**config.mk**
```make
export PLATFORM = sky130hd
export DESIGN_NAME = alu_issue_flat
export DESIGN_NICKNAME = d
export VERILOG_FILES = /design/src/rtl/alu_issue_if.sv /design/src/rtl/alu_issue.sv /design/src/flat_wrapper.sv
export SDC_FILE = /design/constraint.sdc
export NUM_CORES = 1
export LEC_CHECK = 0
export BUFFER_PORTS_ARGS = -buffer_cell sky130_fd_sc_hd__buf_2
export CAP_MARGIN = 40
export CORE_MARGIN = 8
export CORE_UTILIZATION = 51
export CTS_CLUSTER_SIZE = 40
export DETAILED_ROUTE_END_ITERATION = 12
export PLACE_DENSITY_LB_ADDON = 0.25
export SYNTH_ARGS = -nofsm -noshare
export SYNTH_HDL_FRONTEND = slang
export SYNTH_SLANG_ARGS = --single-unit
```
**constraint.sdc**
```tcl
create_clock -name clk -period 4.95 [get_ports clk]
set_clock_uncertainty 0.05 [all_clocks]
set_input_delay 0.495 -clock clk [delete_from_list [all_inputs] [get_ports clk]]
set_output_delay 0.495 -clock clk [all_outputs]
set_load 0.02 [all_outputs]
```
**src/rtl/alu_issue_if.sv**
```systemverilog
// Upstream issue and writeback handshakes of the ALU issue sequencer.
// slave is the sequencer side; master is the producer/consumer side.
interface alu_issue_if;
  logic        in_valid;
  logic        in_ready;
  logic [3:0]  in_op;
  logic [31:0] in_a;
  logic [31:0] in_b;
  logic [4:0]  in_tag;
  logic        out_valid;
  logic        out_ready;
  logic [31:0] out_result;
  logic        out_carry;
  logic [4:0]  out_tag;
  logic        out_div_zero;

  modport slave (
    input  in_valid, in_op, in_a, in_b, in_tag, out_ready,
    output in_ready, out_valid, out_result, out_carry, out_tag, out_div_zero
  );

  modport master (
    output in_valid, in_op, in_a, in_b, in_tag, out_ready,
    input  in_ready, out_valid, out_result, out_carry, out_tag, out_div_zero
  );
endinterface

```
**src/rtl/alu_issue.sv**
```systemverilog
// Execute-stage issue sequencer: holds operands on the ALU for a per-op cycle
// count, captures the result and hands it to writeback with its tag.
module alu_issue #(
  parameter int MUL_CYCLES = 2,
  parameter int DIV_CYCLES = 4
) (
  input  logic              clk,
  input  logic              rst_n,
  input  logic              flush,
  alu_issue_if.slave        io,
  output logic [31:0]       alu_a,
  output logic [31:0]       alu_b,
  output logic [3:0]        alu_sel,
  input  logic [31:0]       alu_out,
  input  logic              alu_carry
);

  // state  | meaning
  // S_IDLE | no op held, ready to accept
  // S_EXEC | operands on the ALU, counter running down to capture
  // S_DONE | result presented to writeback, waiting for out_ready

  if (MUL_CYCLES < 1 || MUL_CYCLES > 15) begin : g_bad_mul
    $error("alu_issue: MUL_CYCLES must be within 1..15");
  end
  if (DIV_CYCLES < 1 || DIV_CYCLES > 15) begin : g_bad_div
    $error("alu_issue: DIV_CYCLES must be within 1..15");
  end

  localparam logic [3:0] OP_MUL = 4'h2;
  localparam logic [3:0] OP_DIV = 4'h3;

  typedef enum logic [1:0] {S_IDLE, S_EXEC, S_DONE} state_t;

  state_t      state;
  logic [3:0]  cnt;
  logic [31:0] a_q;
  logic [31:0] b_q;
  logic [3:0]  sel_q;
  logic [4:0]  tag_q;
  logic        dz_q;
  logic        valid_q;
  logic [31:0] res_q;
  logic        carry_q;
  logic [4:0]  otag_q;
  logic        odz_q;

  logic        ready;
  logic        accept;
  logic        in_dz;
  logic [3:0]  load_cnt;

  assign ready  = !flush && ((state == S_IDLE) || ((state == S_DONE) && io.out_ready));
  assign accept = io.in_valid && ready;
  assign in_dz  = (io.in_op == OP_DIV) && (io.in_b == 32'd0);

  // A divide by zero skips the multicycle hold since its result is forced.
  always_comb begin
    load_cnt = 4'd1;
    if (!in_dz) begin
      if (io.in_op == OP_DIV) begin
        load_cnt = 4'(DIV_CYCLES);
      end else if (io.in_op == OP_MUL) begin
        load_cnt = 4'(MUL_CYCLES);
      end
    end
  end

  always_ff @(posedge clk or negedge rst_n) begin
    if (!rst_n) begin
      state   <= S_IDLE;
      cnt     <= 4'd0;
      a_q     <= 32'd0;
      b_q     <= 32'd0;
      sel_q   <= 4'd0;
      tag_q   <= 5'd0;
      dz_q    <= 1'b0;
      valid_q <= 1'b0;
      res_q   <= 32'd0;
      carry_q <= 1'b0;
      otag_q  <= 5'd0;
      odz_q   <= 1'b0;
    end else if (flush) begin
      state   <= S_IDLE;
      cnt     <= 4'd0;
      valid_q <= 1'b0;
    end else begin
      case (state)
        S_IDLE: ;
        S_EXEC: begin
          if (cnt == 4'd1) begin
            res_q   <= dz_q ? 32'hFFFF_FFFF : alu_out;
            carry_q <= alu_carry;
            otag_q  <= tag_q;
            odz_q   <= dz_q;
            valid_q <= 1'b1;
            cnt     <= 4'd0;
            state   <= S_DONE;
          end else begin
            cnt <= cnt - 4'd1;
          end
        end
        S_DONE: begin
          if (io.out_ready) begin
            valid_q <= 1'b0;
            state   <= S_IDLE;
          end
        end
        default: state <= S_IDLE;
      endcase
      // Accept is only possible from IDLE or a draining DONE, so it overrides the case above.
      if (accept) begin
        a_q   <= io.in_a;
        b_q   <= io.in_b;
        sel_q <= io.in_op;
        tag_q <= io.in_tag;
        dz_q  <= in_dz;
        cnt   <= load_cnt;
        state <= S_EXEC;
      end
    end
  end

  assign io.in_ready     = ready;
  assign io.out_valid    = valid_q;
  assign io.out_result   = res_q;
  assign io.out_carry    = carry_q;
  assign io.out_tag      = otag_q;
  assign io.out_div_zero = odz_q;

  assign alu_a   = a_q;
  assign alu_b   = b_q;
  assign alu_sel = sel_q;

endmodule

```
**src/flat_wrapper.sv**
```systemverilog
// flat-port wrapper written by rule: the top's interface ports become plain ports
module alu_issue_flat 
#(
  parameter int MUL_CYCLES = 2,
  parameter int DIV_CYCLES = 4
)
  (clk, rst_n, flush, alu_a, alu_b, alu_sel, alu_out, alu_carry, io_in_valid, io_in_op, io_in_a, io_in_b, io_in_tag, io_out_ready, io_in_ready, io_out_valid, io_out_result, io_out_carry, io_out_tag, io_out_div_zero);
  alu_issue_if io_i ();
  input  logic clk;
  input  logic rst_n;
  input  logic flush;
  output logic [31:0] alu_a;
  output logic [31:0] alu_b;
  output logic [3:0] alu_sel;
  input  logic [31:0] alu_out;
  input  logic alu_carry;
  input wire logic [$bits(io_i.in_valid)-1:0] io_in_valid;
  input wire logic [$bits(io_i.in_op)-1:0] io_in_op;
  input wire logic [$bits(io_i.in_a)-1:0] io_in_a;
  input wire logic [$bits(io_i.in_b)-1:0] io_in_b;
  input wire logic [$bits(io_i.in_tag)-1:0] io_in_tag;
  input wire logic [$bits(io_i.out_ready)-1:0] io_out_ready;
  output wire logic [$bits(io_i.in_ready)-1:0] io_in_ready;
  output wire logic [$bits(io_i.out_valid)-1:0] io_out_valid;
  output wire logic [$bits(io_i.out_result)-1:0] io_out_result;
  output wire logic [$bits(io_i.out_carry)-1:0] io_out_carry;
  output wire logic [$bits(io_i.out_tag)-1:0] io_out_tag;
  output wire logic [$bits(io_i.out_div_zero)-1:0] io_out_div_zero;
  assign io_i.in_valid = io_in_valid;
  assign io_i.in_op = io_in_op;
  assign io_i.in_a = io_in_a;
  assign io_i.in_b = io_in_b;
  assign io_i.in_tag = io_in_tag;
  assign io_i.out_ready = io_out_ready;
  assign io_in_ready = io_i.in_ready;
  assign io_out_valid = io_i.out_valid;
  assign io_out_result = io_i.out_result;
  assign io_out_carry = io_i.out_carry;
  assign io_out_tag = io_i.out_tag;
  assign io_out_div_zero = io_i.out_div_zero;
  alu_issue #(.MUL_CYCLES(MUL_CYCLES), .DIV_CYCLES(DIV_CYCLES)) u_core (.clk(clk), .rst_n(rst_n), .flush(flush), .io(io_i), .alu_a(alu_a), .alu_b(alu_b), .alu_sel(alu_sel), .alu_out(alu_out), .alu_carry(alu_carry));
endmodule
```
==> summary.md <==
| Metric | Value |
|---|---|
| Syn Area/Cell | 9.19 sq um |
| Top post-synthesis cells by area | dfrtp_1, nand2_1, nor2_1 |
| Num CTS Buffers | 17 |
| Routed wire length | 13500 microns |
| Worst setup SP type | flop |
| Async set or reset register ratio after synthesis | 1.00 |
| Chip width | 114 microns |
| DRT Pass-1 Iters | 4 |
| RD Place Congestion | 0.821 |
| Nets | 859 |
| ANT nets after route | 0 |
| Finished Core Util | 0.716 |
| Largest buffer count on any clock path | 2 |
| Worst hold path startpoint | io_in_a[11] |
| Leak | 3.69 nW |
| Crit-path max FO | 43 |
| TNS Setup | 0 ns |
| Hold WC Path Type | in2reg |
| Clk_lat worst skew | 0.50 ns |
| Residual DRC | 0 |
| Top cell type's share of synthesized area | 0.615 |
| CTS tree | built |
| N_diodes | 0 |
| Worst hold slack | 0.129 ns |
| Post-layout min period | 2.83 ns |
| Power Total | 3.73 mW |
| Vias/cell | 4.87 |
| Die Ht | 114 microns |
| Synth Net Count | 644 |
| DP Worst Slack | 2.12 ns |
| Worst Reg-to-Reg Cells | 7 |
| Setup CP Type | reg2reg |
| WP data required | 5.28 ns |
| Mapped Cells | 531 |
| Crit path buf inv count | 2 |
| RSZ-0062 raised after global routing | no |
| Worst stage delay on the critical path | 0.67 ns |
| Reg2Reg Setup Slack | 2.12 ns |
| CP arrival | 3.16 ns |
| Post-synth top cells | nand2_1, dfrtp_1, nor2_1, a21oi_1, clkbuf_1 |
| Clk sinks | 120 |
| Final hold vios | 0 |
| Endpoints failing setup | 0 |
| PD cells | 561 mW/mm^2 |
| Port Buffers | 219 |
| Cell taking the most area after synthesis | dfrtp_1 |
| Dpl hpwl | 9850 microns |
| VDD IR max | 276 uV |
| Synth Cell Area | 0.00488 sq mm |
| Fmax | 353 MHz |
| Placeable Area | 0.00928 sq mm |
| Initial Util | 0.526 |
| CTS clock-pin slew for the worst setup and hold paths | 0.06 ns |
| I/O pin total | 220 |
| Number of synthesized register bits | 120 |
| Total track usage | 0.211 |
| Root Driver | clkbuf_8 |
| First-pass GRT wire length | 21800 microns |
| Max-slew violations | 0 |
| Critical-path top delay cell | nor2_4 |
| Yosys warning total | 0 |
| Slew headroom | 0.419 |
| Status | complete, no violations |
| Ratio of cells with drive above 1 in the final layout | 0.352 |
| Hold path endpoint | u_core.alu_a[11]$_DFFE_PN0P_ |
| Htree depth | 4 |
| Kind of cell adding the most delay to the critical path | simple AND/OR/NAND/NOR gates |
| Site row count | 35 |
| Post-synthesis sequential area ratio | 0.615 |
| Fin crit share | 0.572 |
| Antenna violations before repair | 0 |
| Most frequent cell after synthesis | nand2_1 |
| DR WL/cell | 15.2 microns |
| WHS Path Cells | 3 |
| Worst slew pin tran | 0.869 ns |
| Critical R2R Launch | u_core.cnt[1]$_DFFE_PN0P_ |
| Max cap viols | 0 |
| Sequence of cells on the critical path | inv_1 > ha_1 > or3b_4 > nand2b_4 > nor2_4 > buf_4 > mux2_2 |
| Ys flop type | dfrtp_1 |
| Total grt overflow | 0 |
| FILL cells | 719 |
| Area growth syn-to-layout | 36.1% |
| Vias | 4328 |
| Setup crit end kind | flop |
| Cell variety after synth | 35 |
| Vias in the first global route | 4513 |
| Final setup margin | 2.12 ns |
| DRT iter0 DRCs | 314 |
| R2R Path End | u_core.io.out_carry$_DFFE_PN0P_ |
| Pin count of the biggest net entering global routing | 82 |
| Number of synthesized flops with an enable pin | 0 |
| Die area | 0.0130 sq mm |
## power by group
| group | leakage [nW] | internal, mW | switching, mW | total (mW) |
|---|---|---|---|---|
| registers | 1.48 | 1.26 | 0.159 | 1.42 |
| clock network | 0.295 | 0.814 | 0.429 | 1.24 |
| logic | 1.92 | 0.368 | 0.695 | 1.06 |
| total | 3.69 | 2.44 | 1.28 | 3.73 |
## per-layer routing
metal	global-route usage	vias to the layer above	share of wire	routed length, microns
li1	-	2109	-	-
met1	0.234	2024	0.39	5210
met2	0.356	174	0.50	6790
met3	0.0866	21	0.094	1270
met4	0.0772	0	0.016	221
met5	0	-	0	0
## area by class of cell
cell class / instances / area, sq um / share of cell area
multi-input cells: 379 / 1680 / 0.253
well taps: 129 / 161 / 0.0243
clock inverters: 13 / 179 / 0.0269
clock buffers: 19 / 422 / 0.0635
flip-flops and latches: 120 / 3000 / 0.452
inverters: 3 / 11.3 / 0.00169
repair buffers: 225 / 1190 / 0.178
## state kept, by name (all words and copies together) (netlist names)
register	count
u_core.io.out_tag	5
u_core.io.out_div_zero	1
u_core.state	2
u_core.io.out_carry	1
u_core.alu_b	32
u_core.tag_q	5
u_core.io.out_valid	1
u_core.dz_q	1
u_core.alu_a	32
u_core.cnt	4
u_core.io.out_result	32
u_core.alu_sel	4
## per-stage QoR
step                      std cells  instance area, sq um
after detailed placement        855                  6030
final                           888                  6650
after CTS                       888                  6650
after global routing            888                  6650
after floorplan                 531                  4880
after global placement          853                  5980
## worst max path at each step
stage	from	end	slack [ns]	depth (start not counted)
global route	u_core.cnt[1]$_DFFE_PN0P_	u_core.io.out_carry$_DFFE_PN0P_	1.94	7
finish	u_core.cnt[1]$_DFFE_PN0P_	u_core.io.out_carry$_DFFE_PN0P_	2.12	7
floorplan	u_core.cnt[1]$_DFFE_PN0P_	u_core.io.out_tag[1]$_DFFE_PN0P_	3.04	7
detailed placement	u_core.cnt[1]$_DFFE_PN0P_	u_core.io.out_carry$_DFFE_PN0P_	2.12	7
global placement	u_core.cnt[1]$_DFFE_PN0P_	u_core.io.out_carry$_DFFE_PN0P_	2.23	7
CTS	u_core.cnt[1]$_DFFE_PN0P_	u_core.io.out_carry$_DFFE_PN0P_	2.13	7
## cells in the final DEF, fill, tap and decap left out, types with 2 or more instances in the layout
cell type  instances
a21oi_1           39
buf_16             2
buf_2            218
buf_4              4
bufinv_16          4
clkbuf_1           2
clkbuf_16         16
clkinv_2           5
clkinv_4           3
dfrtp_1          120
ha_1               2
inv_1              3
mux2_1             3
mux2_2             4
nand2_1          223
nand2b_1           2
nand4_1            2
nor2_1            72
nor3_1             2
nor4_1             8
o21ai_0            2
o21ai_1            2
xnor2_1            2
## cells by family (layout without fill, tap and decap cells)
| group | Yosys count | count (layout) | synth area share |
|---|---|---|---|
| adder cells (fa/ha/maj) | 2 | 2 | 0.00513 |
| multiplexers | 7 | 7 | 0.0161 |
| flip-flops | 120 | 120 | 0.615 |
| XOR/XNOR | 2 | 2 | 0.00359 |
| buffers and inverters | 32 | 260 | 0.0402 |
| AND/OR/NAND/NOR | 320 | 320 | 0.266 |
| AO/OA/AOI/OAI | 48 | 48 | 0.0536 |
## what timing repair did
action / 4_1_cts / 5_1_grt
setup endpoints to repair: 0 / 0
hold buffers: 1 / 0
endpoints found under the hold margin: 13 / 0
gates resized for setup: 0 / 0
setup buffers: 0 / 0
## worst register-to-register path: cells and delay by family, from the launching register on
family / cells / cell delay, ns
adders and majority gates: 1 / 0.14
muxes: 1 / 0.37
buffers and inverters: 2 / 0.53
and+or+nand+nor: 3 / 1.24
DFF: 1 / 0.38
Power figures use the tool's default switching activity.
